**config.mk**
```make
export PLATFORM = sky130hd
export DESIGN_NAME = meas_sequencer_flat
export DESIGN_NICKNAME = d
export VERILOG_FILES = /design/src/rtl/meas_if.sv /design/src/rtl/meas_sequencer.sv /design/src/flat_wrapper.sv
export SDC_FILE = /design/constraint.sdc
export NUM_CORES = 1
export LEC_CHECK = 0
export BUFFER_PORTS_ARGS = -buffer_cell sky130_fd_sc_hd__buf_2
export CAP_MARGIN = 20
export CORE_ASPECT_RATIO = 0.9
export CORE_MARGIN = 10
export CORE_UTILIZATION = 45
export DETAILED_ROUTE_END_ITERATION = 10
export PLACE_DENSITY = 0.73
export SYNTH_ARGS = -nofsm -noshare
export SYNTH_HDL_FRONTEND = slang
export SYNTH_SLANG_ARGS = --single-unit
export TNS_END_PERCENT = 10
```
**constraint.sdc**
```tcl
create_clock -name clk -period 4.5 [get_ports clk]
set_input_delay 0.675 -clock clk [delete_from_list [all_inputs] [get_ports clk]]
set_output_delay 0.675 -clock clk [all_outputs]
set_load 0.01 [all_outputs]
```
**src/rtl/meas_if.sv**
```systemverilog
// meas_if: control, FFT handshake and result handshake bundle for meas_sequencer.
interface meas_if;
    logic        start;
    logic        stop;
    logic        continuous;
    logic        auto_range;
    logic [1:0]  gate_sel_in;
    logic [31:0] edge_count;
    logic        fft_ack;
    logic        fft_done;
    logic        result_ready;
    logic        gate_en;
    logic        gate_done;
    logic        fft_req;
    logic        thd_en;
    logic        result_valid;
    logic        thd_stale;
    logic [1:0]  gate_sel_out;
    logic        busy;
    logic        timeout_err;
    modport master (
        input  start, stop, continuous, auto_range, gate_sel_in, edge_count,
               fft_ack, fft_done, result_ready,
        output gate_en, gate_done, fft_req, thd_en, result_valid, thd_stale,
               gate_sel_out, busy, timeout_err
    );
    modport slave (
        output start, stop, continuous, auto_range, gate_sel_in, edge_count,
               fft_ack, fft_done, result_ready,
        input  gate_en, gate_done, fft_req, thd_en, result_valid, thd_stale,
               gate_sel_out, busy, timeout_err
    );
endinterface

```
**src/rtl/meas_sequencer.sv**
```systemverilog
// meas_sequencer: gate window -> FFT frame -> settle -> publish measurement controller
module meas_sequencer #(
    parameter int CLK_HZ      = 100_000_000,
    parameter int CALC_LAT    = 8,
    parameter int FFT_TIMEOUT = 2_000_000,
    parameter int RANGE_LO    = 100,
    parameter int RANGE_HI    = 60_000
) (
    input logic    clk,
    input logic    rst,
    meas_if.master bus
);
    typedef enum logic [2:0] {IDLE, GATE, FFT_REQ, FFT_WAIT, CALC, PUBLISH} state_t;
    state_t      state, nxt;
    logic [31:0] cnt, gate_len;
    logic [1:0]  sel, range_sel, range_nxt;
    logic        stale, terr;
    logic        gate_last, wait_last, calc_last, launch, to_fire, calc_exit;
    always_comb begin
        gate_len  = sel == 2'd0 ? 32'(CLK_HZ / 100) :
                    sel == 2'd1 ? 32'(CLK_HZ / 10)  :
                    sel == 2'd2 ? 32'(CLK_HZ)       : 32'(CLK_HZ * 10);
        gate_last = cnt == gate_len - 32'd1;
        wait_last = cnt == 32'(FFT_TIMEOUT - 1);
        calc_last = cnt == 32'(CALC_LAT - 1);
        nxt = state;
        case (state)
            IDLE:     nxt = bus.start ? GATE : IDLE;
            GATE:     nxt = gate_last ? FFT_REQ : GATE;
            FFT_REQ:  nxt = bus.fft_ack ? FFT_WAIT : wait_last ? CALC : FFT_REQ;
            FFT_WAIT: nxt = (bus.fft_done || wait_last) ? CALC : FFT_WAIT;
            CALC:     nxt = calc_last ? PUBLISH : CALC;
            PUBLISH:  nxt = bus.result_ready ? (bus.continuous ? GATE : IDLE) : PUBLISH;
            default:  nxt = IDLE;
        endcase
        if (bus.stop)
            nxt = IDLE;
        launch    = nxt == GATE && state != GATE;
        // a real ack/done in the final wait cycle beats the timeout
        to_fire   = wait_last && !bus.stop &&
                    ((state == FFT_REQ && !bus.fft_ack) || (state == FFT_WAIT && !bus.fft_done));
        calc_exit = state == CALC && calc_last && !bus.stop;
        range_nxt = (bus.edge_count < 32'(RANGE_LO) && range_sel != 2'd3) ? range_sel + 2'd1 :
                    (bus.edge_count > 32'(RANGE_HI) && range_sel != 2'd0) ? range_sel - 2'd1 : range_sel;
    end
    always_ff @(posedge clk) begin
        if (rst) begin
            state     <= IDLE;
            cnt       <= '0;
            sel       <= '0;
            range_sel <= 2'd2;
            stale     <= 1'b0;
            terr      <= 1'b0;
        end else begin
            state <= nxt;
            cnt   <= (nxt != state || state == IDLE) ? '0 : cnt + 32'd1;
            if (launch) begin
                sel   <= bus.auto_range ? range_sel : bus.gate_sel_in;
                stale <= 1'b0;
            end
            if (launch && state == IDLE)
                terr <= 1'b0;
            if (to_fire) begin
                terr  <= 1'b1;
                stale <= 1'b1;
            end
            if (calc_exit && bus.auto_range)
                range_sel <= range_nxt;
        end
    end
    assign bus.gate_en      = state == GATE;
    assign bus.gate_done    = state == GATE && gate_last;
    assign bus.fft_req      = state == FFT_REQ;
    assign bus.thd_en       = state == FFT_WAIT;
    assign bus.result_valid = state == PUBLISH;
    assign bus.busy         = state != IDLE;
    assign bus.gate_sel_out = sel;
    assign bus.thd_stale    = stale;
    assign bus.timeout_err  = terr;
endmodule
```
**src/flat_wrapper.sv**
```systemverilog
// flat-port wrapper written by rule: the top's interface ports become plain ports
module meas_sequencer_flat 
#(
    parameter int CLK_HZ      = 100_000_000,
    parameter int CALC_LAT    = 8,
    parameter int FFT_TIMEOUT = 2_000_000,
    parameter int RANGE_LO    = 100,
    parameter int RANGE_HI    = 60_000
)
  (clk, rst, bus_start, bus_stop, bus_continuous, bus_auto_range, bus_gate_sel_in, bus_edge_count, bus_fft_ack, bus_fft_done, bus_result_ready, bus_gate_en, bus_gate_done, bus_fft_req, bus_thd_en, bus_result_valid, bus_thd_stale, bus_gate_sel_out, bus_busy, bus_timeout_err);
  meas_if bus_i ();
  input logic clk;
  input logic rst;
  input wire logic [$bits(bus_i.start)-1:0] bus_start;
  input wire logic [$bits(bus_i.stop)-1:0] bus_stop;
  input wire logic [$bits(bus_i.continuous)-1:0] bus_continuous;
  input wire logic [$bits(bus_i.auto_range)-1:0] bus_auto_range;
  input wire logic [$bits(bus_i.gate_sel_in)-1:0] bus_gate_sel_in;
  input wire logic [$bits(bus_i.edge_count)-1:0] bus_edge_count;
  input wire logic [$bits(bus_i.fft_ack)-1:0] bus_fft_ack;
  input wire logic [$bits(bus_i.fft_done)-1:0] bus_fft_done;
  input wire logic [$bits(bus_i.result_ready)-1:0] bus_result_ready;
  output wire logic [$bits(bus_i.gate_en)-1:0] bus_gate_en;
  output wire logic [$bits(bus_i.gate_done)-1:0] bus_gate_done;
  output wire logic [$bits(bus_i.fft_req)-1:0] bus_fft_req;
  output wire logic [$bits(bus_i.thd_en)-1:0] bus_thd_en;
  output wire logic [$bits(bus_i.result_valid)-1:0] bus_result_valid;
  output wire logic [$bits(bus_i.thd_stale)-1:0] bus_thd_stale;
  output wire logic [$bits(bus_i.gate_sel_out)-1:0] bus_gate_sel_out;
  output wire logic [$bits(bus_i.busy)-1:0] bus_busy;
  output wire logic [$bits(bus_i.timeout_err)-1:0] bus_timeout_err;
  assign bus_i.start = bus_start;
  assign bus_i.stop = bus_stop;
  assign bus_i.continuous = bus_continuous;
  assign bus_i.auto_range = bus_auto_range;
  assign bus_i.gate_sel_in = bus_gate_sel_in;
  assign bus_i.edge_count = bus_edge_count;
  assign bus_i.fft_ack = bus_fft_ack;
  assign bus_i.fft_done = bus_fft_done;
  assign bus_i.result_ready = bus_result_ready;
  assign bus_gate_en = bus_i.gate_en;
  assign bus_gate_done = bus_i.gate_done;
  assign bus_fft_req = bus_i.fft_req;
  assign bus_thd_en = bus_i.thd_en;
  assign bus_result_valid = bus_i.result_valid;
  assign bus_thd_stale = bus_i.thd_stale;
  assign bus_gate_sel_out = bus_i.gate_sel_out;
  assign bus_busy = bus_i.busy;
  assign bus_timeout_err = bus_i.timeout_err;
  meas_sequencer #(.CLK_HZ(CLK_HZ), .CALC_LAT(CALC_LAT), .FFT_TIMEOUT(FFT_TIMEOUT), .RANGE_LO(RANGE_LO), .RANGE_HI(RANGE_HI)) u_core (.clk(clk), .rst(rst), .bus(bus_i));
endmodule
```
==> results by group, run 1 <==
Status
  • Status: finished clean

Power and ir drop
  • Sw frac: 25.27%
  • VDD IR-drop max: 0.0001306 V
  • Total chip power: 0.6724 mW
  • Combinational Power Share: 10.3%
  • Static leakage: 1.137 nW
  • Clock share of power: 34.9%
  • Cell-internal power: 0.5025 mW
  • PwrDens: 221.6 nW/um2
  • Net switching power: 0.1699 mW
  • Reg power frac: 54.8%

Drt
  • Drc violations: 0
  • Routed Antenna Nets: 0
  • Drt pass-1 iters: 4
  • Drt first-iter violations: 184
  • Final wirelength: 6623 um
  • Vias per inst: 5.698
  • Vias: 2433
  • Drt wl/cell: 15.51 um

CTS
  • Max Buffers Root-to-Sink: 2
  • Clk root buf: clkbuf_8
  • Sink Count: 41
  • CTS H-Tree Depth: 2
  • Clk Latency, worst-skew pair: 300 ps
  • Clk slew on worst S/H paths: 80 ps
  • Total CTS buffers: 5
  • CTS resizes: 0
  • Setup Fix Bufs, Post-CTS: 0
  • CTS tree: built
  • Hold buffers post-CTS: 0

Synth
  • Sequential share of the synthesized area: 30.63%
  • Post-Syn Area: 2680 um2
  • Post-synth top area share: 30.63%
  • Number of synthesized flops with an enable pin: 0
  • Synth Area per Inst: 8.645 um2
  • Share of flip-flops with an asynchronous set or reset: 0%
  • Synth top area cells: dfxtp_1, nor3_2, xor2_1
  • YS warnings: 0
  • Yosys top cell by area: dfxtp_1
  • Syn_nets: 360
  • Synth top cells by count: dfxtp_1, nor3_2, nand2_1, nor2_1, xor2_1
  • Post-synthesis instance total: 310
  • Register bit total from synthesis: 41
  • Post-synth top flop: dfxtp_1
  • Count leader, synth: dfxtp_1
  • Number of library cell types mapped by synthesis: 49

Critical path
  • Crit-path leading delay family: simple AND/OR/NAND/NOR gates
  • Setup crit end kind: flop
  • CP bufs+invs: 0
  • CP Cell Sequence: or4_1 > or4_4 > or3_4 > a2111oi_4 > a21boi_2 > o31a_4 > nor3_1
  • Critical Path Stages: 7
  • R2r setup slk: 1180 ps
  • CP max stage delay: 590 ps
  • WP data arrival: 3460 ps
  • Slowest CP cell: or4_4
  • Setup CP Type: reg2reg
  • R2R depth: 7
  • Crit path launch type: flop
  • Worst Path Required: 4640 ps
  • Crit-path max FO: 32

Timing
  • RSZ-0062 raised after global routing: false
  • Setup violators final: 0
  • Post-route setup TNS: 0 ps
  • Min Tclk post-route: 3317 ps
  • Fmax: 0.3015 GHz
  • Final hold vios: 0
  • Tcrit/Tclk final: 73.71%
  • Clk_skew: 3.039 ps
  • Final Slew Violations: 0
  • Worst slew margin: 37.29%
  • Measured slew at the worst slew-check pin: 940.7 ps

Final layout
  • Area occupied by registers: 820.8 um2
  • Share of cells above drive strength 1: 27.73%
  • # fillers: 539
  • ANT cells: 0
  • Total area of multi-input combinational cells: 1764 um2
  • Area grow syn2layout: 13.21%
  • Fin cells: 427
  • Nets: 406
  • Utilization after layout: 52.99%

GRT
  • Number of global-route vias before repair: 2296
  • Pin count of the biggest net entering global routing: 33
  • Wire length of the first global-routing pass: 11170 um
  • Congestion Overflow GR: 0
  • Initial antenna violation count: 0
  • GRT Overall Usage: 14.09%

Min path
  • Hold/Removal Path Class: reg2reg
  • Hold Path Depth: 2

Place
  • PortBufs: 52
  • Post-Place Cells: 419
  • Hpwl dp: 5218 um
  • RD Place Congestion: 0.8820

Flow run
  • Max_cap viols: 0

Floorplan
  • Top Ports: 53
  • Core ar.: 5725 um2
  • FP Rows: 26
  • Die footprint: 9446 um2
  • Initial core utilization: 46.81%
  • Die Width: 101.3 um
  • Die Y: 93.21 um
==> routing by layer <==
metal  global-route usage, %  wire, um  up-vias
li1                        -         -     1223
met1                   18.83      3092     1161
met2                   22.78      3232       44
met3                   2.281       230        5
met4                   3.828        67        0
met5                       0         0        -
==> layout make-up <==
| type | instances | share of cell area [%] |
|---|---|---|
| clock buffer | 6 | 2.392 |
| clock inverter | 2 | 0.3299 |
| sequential | 41 | 27.05 |
| timing repair buffer | 52 | 8.577 |
| inverter | 5 | 0.6186 |
| multi-input combinational | 251 | 58.14 |
| tap | 70 | 2.887 |
==> power by group through the flow <==
| stage | clock [mW] | combinational (mW) | sequential (mW) |
|---|---|---|---|
| after floorplan | 0 | 0.0425 | 0.376 |
| after detailed placement | 0 | 0.0693 | 0.377 |
| final | 0.234 | 0.0695 | 0.368 |
| after CTS | 0.238 | 0.0694 | 0.368 |
| after global placement | 0 | 0.0681 | 0.377 |
| after global routing | 0.257 | 0.0768 | 0.369 |
==> path summary, 6_finish.rpt <==
path	to	from
setup / recovery	u_core.cnt[9]	u_core.cnt[26]
hold / removal	u_core.bus.thd_stale	u_core.bus.thd_stale
setup reg to reg	u_core.cnt[9]	u_core.cnt[26]
hold reg to reg	u_core.bus.thd_stale	u_core.bus.thd_stale
==> placed cells by master (no fill, tap or decap), types with 3 or more instances in the layout <==
| cell type | instances |
|---|---|
| buf_2 | 52 |
| dfxtp_1 | 41 |
| nor3_2 | 30 |
| nor2_1 | 28 |
| nand2_1 | 28 |
| xor2_1 | 22 |
| nand3_1 | 14 |
| xnor2_1 | 13 |
| nor3_1 | 13 |
| nand4_1 | 10 |
| nor4_1 | 9 |
| or4_1 | 9 |
| and3_1 | 8 |
| a21oi_1 | 8 |
| ha_1 | 7 |
| inv_1 | 5 |
| clkbuf_8 | 5 |
| nand2b_1 | 4 |
| or3_1 | 4 |
| a211oi_1 | 4 |
| o22ai_1 | 3 |
| mux2i_1 | 3 |
| o21ai_0 | 3 |
==> worst reg2reg max path, stage by stage, from the launching register on <==
cell       delay, ps
dfxtp_1          350
or4_1            550
or4_4            590
or3_4            400
a2111oi_4        440
a21boi_2         250
o31a_4           470
nor3_1           120
==> metrics by stage <==
step | area [um2] | hold WS, ps | setup WS (ps)
finish | 3034 | 468.5 | 1183
global placement | 2952 | 449.2 | 1258
floorplan | 2680 | 439.3 | 1648
global route | 3034 | 516.1 | 960.0
CTS | 3034 | 472.9 | 1190
detailed placement | 2952 | 461.0 | 1207
==> registers in the layout, summed over array words and instances, names as in the netlist <==
name / flops
u_core.cnt: 32
u_core.state: 3
u_core.bus.thd_stale: 1
u_core.bus.timeout_err: 1
u_core.range_sel: 2
u_core.bus.gate_sel_out: 2
==> kinds of logic (layout without fill, tap and decap cells) <==
group           Yosys count  after routing  share of synthesized area, %
compound gates           33             33                         9.664
xor+xnor                 35             35                         11.44
fa+ha+maj                 7              7                         3.268
buf+inv                  18             65                         3.548
flops                    41             41                         30.63
mux                       4              4                         1.541
simple gates            172            172                         39.92
No activity file was read; power rests on OpenSTA's default activity.
==> inputs of run 2 (changes only) <==
--- a/config.mk
+++ b/config.mk
@@ -5,13 +5,14 @@
 export SDC_FILE = /design/constraint.sdc
 export NUM_CORES = 1
 export LEC_CHECK = 0
+export ABC_AREA = 1
 export BUFFER_PORTS_ARGS = -buffer_cell sky130_fd_sc_hd__buf_2
 export CAP_MARGIN = 20
 export CORE_ASPECT_RATIO = 0.9
 export CORE_MARGIN = 10
 export CORE_UTILIZATION = 45
 export DETAILED_ROUTE_END_ITERATION = 10
-export PLACE_DENSITY = 0.73
+export PLACE_DENSITY = 0.72
 export SYNTH_ARGS = -nofsm -noshare
 export SYNTH_HDL_FRONTEND = slang
 export SYNTH_SLANG_ARGS = --single-unit
==> constraint.sdc (replaced) <==
create_clock -name clk -period 3.15 [get_ports clk]
set_input_delay 0.4725 -clock clk [delete_from_list [all_inputs] [get_ports clk]]
set_output_delay 0.4725 -clock clk [all_outputs]
set_load 0.01 [all_outputs]
==> results by group, run 2 <==
GRT
  • Gr busiest metal: met2
  • Met2 Usage GRT: 24.50% (+1.7 points)
  • M1 GR Usage: 21.38% (+2.5 points)
  • Wire length of the first global-routing pass: 13890 um (+24%)
  • Congestion Overflow GR: 0 (unchanged)
  • Pin count of the biggest net entering global routing: 29 (-12%)
  • Initial antenna violation count: 0 (unchanged)
  • GRT Overall Usage: 15.71% (+1.6 points)
  • Met3 Resource Use GR: 3.516% (+1.2 points)
  • Number of global-route vias before repair: 2975 (+30%)

CTS
  • Clk slew on worst S/H paths: 90 ps (about the same)
  • Sink Count: 41 (unchanged)
  • CTS H-Tree Depth: 2 (unchanged)
  • CTS tree: built
  • Total CTS buffers: 5 (unchanged)
  • Hold buffers post-CTS: 0 (unchanged)
  • Max Buffers Root-to-Sink: 2 (unchanged)
  • Clk root buf: clkbuf_8
  • CTS resizes: 0 (unchanged)
  • Setup Fix Bufs, Post-CTS: 0 (unchanged)
  • Clk Latency, worst-skew pair: 300 ps (about the same)

Drt
  • Vias: 3072 (+26%)
  • Routed Antenna Nets: 0 (unchanged)
  • Final wirelength: 8246 um (+25%)
  • Drc violations: 0 (unchanged)
  • Drt first-iter violations: 201 (+9.2%)
  • Vias per inst: 5.011 (-12%)
  • Drt pass-1 iters: 5 (+1)
  • Drt wl/cell: 13.45 um (-13%)

Final layout
  • Max reg flops: 32 (unchanged)
  • Fin cells: 613 (+44%)
  • Utilization after layout: 52.65% (-0.34 points)
  • ANT cells: 0 (unchanged)
  • Most common cell after layout, fill and taps aside: nand2_1
  • Total area of multi-input combinational cells: 1999 um2 (+13%)
  • Most frequent cells in the layout: nand2_1, nor2_1, buf_2
  • Area grow syn2layout: 12.63%
  • Biggest regs: u_core.cnt: 32 flops, u_core.state: 3 flops
  • # fillers: 686 (+27%)
  • Reg with most FFs: u_core.cnt
  • Area occupied by registers: 820.8 um2 (unchanged)
  • Post-route cell area: 3505 um2 (+16%)
  • Nets: 572 (+41%)
  • Share of cells above drive strength 1: 20.65% (-7.1 points)

Synth
  • Post-synth top flop: dfxtp_1
  • Number of synthesized flops with an enable pin: 0 (unchanged)
  • Sequential share of the synthesized area: 26.38% (-4.2 points)
  • Share of flip-flops with an asynchronous set or reset: 0% (unchanged)
  • Syn_nets: 523 (+45%)
  • Synth top cells by count: nand2_1, nor2_1, inv_1, dfxtp_1, nand3_1
  • Post-Syn Area: 3112 um2 (+16%)
  • Post-synthesis instance total: 473 (+53%)
  • Post-synth top area share: 26.38% (-4.2 points)
  • Number of library cell types mapped by synthesis: 35 (-29%)
  • Synth Area per Inst: 6.579 um2 (-24%)
  • Synth top area cells: dfxtp_1, nand2_1, nor2_1
  • Yosys top cell by area: dfxtp_1
  • Count leader, synth: nand2_1
  • Register bit total from synthesis: 41 (unchanged)
  • YS warnings: 0 (unchanged)

Floorplan
  • Initial core utilization: 46.75% (-0.061 points)
  • Die Y: 98.89 um (+6.1%)
  • Die Width: 107.7 um (+6.2%)
  • Die footprint: 10650 um2 (+13%)
  • FP Rows: 28 (+7.7%)
  • Top Ports: 53 (unchanged)
  • Core ar.: 6656 um2 (+16%)

Timing
  • Post-route setup TNS: 0 ps (unchanged)
  • Clk_skew: 12.21 ps (+9.166 ps)
  • Final Slew Violations: 0 (unchanged)
  • Worst slew margin: 63.58% (+26 points)
  • Min Tclk post-route: 2756 ps (-561.4 ps)
  • Setup violators final: 0 (unchanged)
  • Fmax: 0.3629 GHz (+20%)
  • Tcrit/Tclk final: 87.48% (+14 points)
  • Measured slew at the worst slew-check pin: 542.1 ps (-398.6 ps)
  • Final hold vios: 0 (unchanged)
  • RSZ-0062 raised after global routing: false
  • Min Hold Slack: 455.8 ps (-12.73 ps)

Place
  • PortBufs: 52 (unchanged)
  • Hpwl dp: 6648 um (+27%)
  • RD Place Congestion: 0.9487 (+7.6%)
  • Post-Place Cells: 605 (+44%)
  • Dpl cell area: 3418 um2 (+16%)

Critical path
  • CP max stage delay: 460 ps (-130 ps)
  • CP Cell Sequence: inv_1 > ha_1 > nor2_1 > nand2_1 > nand2_1 > nand2_1 > nor2_1 > nand2_1 > nor2_1 > nand2_1 > nand2_1 > nand2_1 > nand2_2 > nand3_4 > nor2_2 > and2_1
  • Setup CP Type: reg2reg
  • Most used cell, CP: nand2_1
  • CP bufs+invs: 1 (+1)
  • Crit-path max FO: 28 (-13%)
  • Crit path launch type: flop
  • Worst Path Required: 3390 ps (-1250 ps)
  • Crit-path leading delay family: simple AND/OR/NAND/NOR gates
  • Setup crit end kind: flop
  • R2r setup slk: 390 ps (-790 ps)
  • Slowest CP cell: dfxtp_1
  • WP data arrival: 2990 ps (-470 ps)

Status
  • Status: finished clean

Flow run
  • Max_cap viols: 0 (unchanged)

Power and ir drop
  • Static leakage: 1.524 nW (+34%)
  • PwrDens: 281.2 nW/um2 (+27%)
  • VDD IR-drop max: 0.0001889 V (+45%)

Min path
  • Hold/Removal Path Class: in2reg
run 2: logic make-up (layout without fill, tap and decap cells):
| kind of cell | count (synthesis) | count (layout) | synth area share, % |
|---|---|---|---|
| AOI/OAI and AO/OA | 24 | 24 | 4.302 |
| DFF | 41 | 41 | 26.38 |
| xor gates and xnor gates | 31 | 31 | 8.725 |
| buffers and inverters | 70 | 120 | 9.368 |
| muxes | 1 | 1 | 0.3619 |
| adders and majority gates | 7 | 7 | 2.815 |
| and+or+nand+nor | 299 | 299 | 48.05 |
run 2: where the power goes:
group	switching [mW]	internal [mW]	leakage (nW)	total, mW
Clock	0.192	0.153	0.0439	0.346
Sequential	0.00381	0.520	0.331	0.524
Combinational	0.0712	0.0446	1.15	0.116
run 2: area by class of cell:
type                       instances  share of cell area (%)
inverter                          60                   6.426
multi-input combinational        362                   57.05
tap                               90                   3.213
clock buffer                       5                   1.964
clock inverter                     3                  0.4998
sequential                        41                   23.42
timing repair buffer              52                   7.426
run 2: metrics by stage:
| stage | setup slack (ps) | power, mW |
|---|---|---|
| 2_1_floorplan | 1032 | 0.6110 |
| 3_3_place_gp | 610.7 | 0.6489 |
| 3_5_place_dp | 441.0 | 0.6514 |
| 4_1_cts | 432.0 | 0.9969 |
| 5_1_grt | 124.7 | 1.039 |
| 6_report | 394.5 | 0.9855 |
run 2: final timing paths:
kind | start | endpoint | depth (start not counted)
hold reg to reg | u_core.bus.timeout_err | u_core.bus.timeout_err | 2
setup reg to reg | u_core.bus.gate_sel_out[0] | u_core.cnt[25] | 16
hold / removal | rst | u_core.bus.timeout_err | 2
setup / recovery | u_core.bus.gate_sel_out[0] | u_core.cnt[25] | 16
run 2: worst reg2reg max path, delay by kind of cell, from the launching register on:
kind	cells	cell delay, ps
simple gates	14	1840
fa+ha+maj	1	270
buf+inv	1	140
flops	1	460
run 2: metal layers:
metal	up-vias	wire length, um
met5	-	0
li1	1597	-
met2	93	3712
met1	1376	3986
met4	0	73
met3	6	473
==> inputs of run 3 (changes only) <==
--- a/config.mk
+++ b/config.mk
@@ -5,14 +5,13 @@
 export SDC_FILE = /design/constraint.sdc
 export NUM_CORES = 1
 export LEC_CHECK = 0
-export ABC_AREA = 1
 export BUFFER_PORTS_ARGS = -buffer_cell sky130_fd_sc_hd__buf_2
 export CAP_MARGIN = 20
 export CORE_ASPECT_RATIO = 0.9
 export CORE_MARGIN = 10
 export CORE_UTILIZATION = 45
 export DETAILED_ROUTE_END_ITERATION = 10
-export PLACE_DENSITY = 0.72
+export PLACE_DENSITY = 0.73
 export SYNTH_ARGS = -nofsm -noshare
 export SYNTH_HDL_FRONTEND = slang
 export SYNTH_SLANG_ARGS = --single-unit
==> results by group, run 3 (same netlist as run 1, synthesis figures left out) <==
Status
  • Status: finished clean

GRT
  • Initial antenna violation count: 0 (unchanged)
  • Wire length of the first global-routing pass: 12210 um (-12%)
  • Congestion Overflow GR: 0 (unchanged)
  • Number of global-route vias before repair: 2463 (-17%)
  • GRT Overall Usage: 15.58% (-0.13 points)
  • Pin count of the biggest net entering global routing: 33 (+14%)

Final layout
  • Nets: 423 (-26%)
  • Area grow syn2layout: 20.73%
  • Share of cells above drive strength 1: 31.28% (+11 points)
  • Most common cell after layout, fill and taps aside: buf_2
  • Utilization after layout: 56.51% (+3.9 points)
  • Biggest regs: u_core.cnt: 32 flops, u_core.state: 3 flops
  • ANT cells: 0 (unchanged)
  • Max reg flops: 32 (unchanged)
  • Most frequent cells in the layout: buf_2, dfxtp_1, nor3_2
  • Reg with most FFs: u_core.cnt
  • # fillers: 537 (-22%)

Floorplan
  • FP Rows: 26 (-7.1%)
  • Core ar.: 5725 um2 (-14%)
  • Top Ports: 53 (unchanged)
  • Die Width: 101.3 um (-5.9%)
  • Die Y: 93.21 um (-5.7%)
  • Initial core utilization: 46.81% (+0.061 points)
  • Die footprint: 9446 um2 (-11%)

Timing
  • Clk_skew: 5.360 ps (-6.845 ps)
  • Worst slew margin: 60.71% (-2.9 points)
  • Final Slew Violations: 0 (unchanged)
  • Fmax: 0.3278 GHz (-9.7%)
  • Tcrit/Tclk final: 96.83% (+9.4 points)
  • Post-route setup TNS: 0 ps (unchanged)
  • Setup violators final: 0 (unchanged)
  • RSZ-0062 raised after global routing: false
  • Min Tclk post-route: 3050 ps (+294.7 ps)
  • Measured slew at the worst slew-check pin: 584.9 ps (+42.77 ps)
  • Final hold vios: 0 (unchanged)

Critical path
  • Crit path launch type: flop
  • R2R depth: 8 (-8)
  • Reg2reg end: u_core.cnt[9]
  • FF-to-FF Start: u_core.cnt[22]
  • R2r setup slk: 100 ps (-290 ps)
  • Setup CP Type: reg2reg
  • Crit-path max FO: 18 (-36%)
  • Worst Path Required: 3340 ps (-50 ps)
  • Setup crit end kind: flop
  • WP data arrival: 3240 ps (+250 ps)

Min path
  • Hold/Removal Path Class: in2reg
  • Worst Hold Launch: bus_stop
  • Worst hold endpoint: u_core.state[2]
  • Hold Path Depth: 2 (unchanged)

Drt
  • Drt first-iter violations: 191 (-5.0%)
  • Routed Antenna Nets: 0 (unchanged)
  • Vias: 2601 (-15%)
  • Drc violations: 0 (unchanged)
  • Drt wl/cell: 16.57 um (+23%)
  • Vias per inst: 5.858 (+17%)
  • Final wirelength: 7356 um (-11%)
  • Drt pass-1 iters: 6 (+1)

Power and ir drop
  • Reg power frac: 48.6% (-4.6 points)
  • Static leakage: 1.256 nW (-18%)
  • Combinational Power Share: 10.0% (-1.7 points)
  • Sw frac: 23.40% (-3.7 points)
  • VDD IR-drop max: 0.0002193 V (+16%)
  • Net switching power: 0.2533 mW (-5.3%)
  • Clock share of power: 41.3% (+6.2 points)
  • PwrDens: 334.6 nW/um2 (+19%)
  • Cell-internal power: 0.8293 mW (+15%)

CTS
  • Sink Count: 41 (unchanged)
  • CTS H-Tree Depth: 2 (unchanged)
  • Hold buffers post-CTS: 0 (unchanged)
  • Clk root buf: clkbuf_8
  • Clk slew on worst S/H paths: 80 ps (about the same)
  • Total CTS buffers: 5 (unchanged)
  • Max Buffers Root-to-Sink: 2 (unchanged)
  • Clk Latency, worst-skew pair: 300 ps (about the same)
  • CTS tree: built

Place
  • PortBufs: 52 (unchanged)
  • RD Place Congestion: 0.8505 (-10%)
  • Hpwl dp: 5603 um (-16%)

Flow run
  • Max_cap viols: 0 (unchanged)
run 3: cell types whose count changed in the layout (fill, tap and decap cells not counted), sizes merged, moves of 5 or more:
cell | before | now
nand2 | 123 | 28
inv | 60 | 5
nor2 | 81 | 28
nand3 | 33 | 14
buf | 52 | 69
nor3 | 27 | 43
nor3b | 15 | 2
or4 | 0 | 10
xnor2 | 4 | 13
and3 | 0 | 8
and2 | 6 | 1
o21ai | 9 | 4
or3 | 0 | 5
xor2 | 27 | 22
run 3: cell type report:
cell class | instances | area [um2] | share of cell area (%)
multi-input combinational | 251 | 1765 | 54.56
timing repair buffer | 69 | 425.4 | 13.15
sequential | 41 | 822.0 | 25.41
inverter | 5 | 18.77 | 0.5800
clock inverter | 1 | 30.03 | 0.9281
tap | 70 | 87.58 | 2.707
clock buffer | 7 | 86.33 | 2.668
run 3: critical path, stage by stage (launching register included):
cell	delay, ps
dfxtp_2	350
or4_1	540
or4_4	590
or3_4	400
a2111oi_4	400
a21boi_2	240
o31a_4	170
buf_12	170
nor3_1	70
run 3: how the worst max path moves through the flow:
stage | to | cells past startpoint | start | slack (ps)
2_1_floorplan | u_core.cnt[29] | 8 | u_core.cnt[26] | 300
3_3_place_gp | u_core.cnt[9] | 8 | u_core.cnt[22] | 170
3_5_place_dp | u_core.cnt[9] | 8 | u_core.cnt[22] | 110
4_1_cts | u_core.cnt[9] | 8 | u_core.cnt[22] | 90
5_1_grt | u_core.cnt[9] | 8 | u_core.cnt[22] | 20
6_report | u_core.cnt[9] | 8 | u_core.cnt[22] | 100
run 3: metrics by stage:
step	hold WS, ps	worst slack (ps)	cells	instance area [um2]	power [mW]
6_report	445.1	99.73	444	3236	1.083
5_1_grt	464.3	16.54	444	3236	1.127
4_1_cts	438.8	85.95	443	3226	1.093
3_5_place_dp	448.6	111.1	435	3109	0.6464
3_3_place_gp	443.6	173.7	435	3109	0.6435
2_1_floorplan	439.3	297.8	310	2680	0.5973
run 3: per-layer routing:
layer  wire [um]  track usage, %  part of all wire [%]  vias to the layer above
li1            -               -                     -                     1260
met1        3196           20.10                    43                     1245
met5           0               0                     0                        -
met4         128           5.800                   1.7                        0
met2        3633           25.16                    49                       83
met3         397           2.796                   5.4                       13
run 3: repair_timing:
item / CTS / global route
endpoints found under the setup margin: 0 / 33
resized for setup: 0 / 2
buffers inserted: 0 / 1
run 3: power groups by stage:
stage	Sequential (mW)	Clock, mW	Combinational [mW]
finish	0.526	0.448	0.109
floorplan	0.537	0	0.0607
global placement	0.538	0	0.105
CTS	0.526	0.458	0.108
detailed placement	0.539	0	0.108
global route	0.527	0.481	0.119
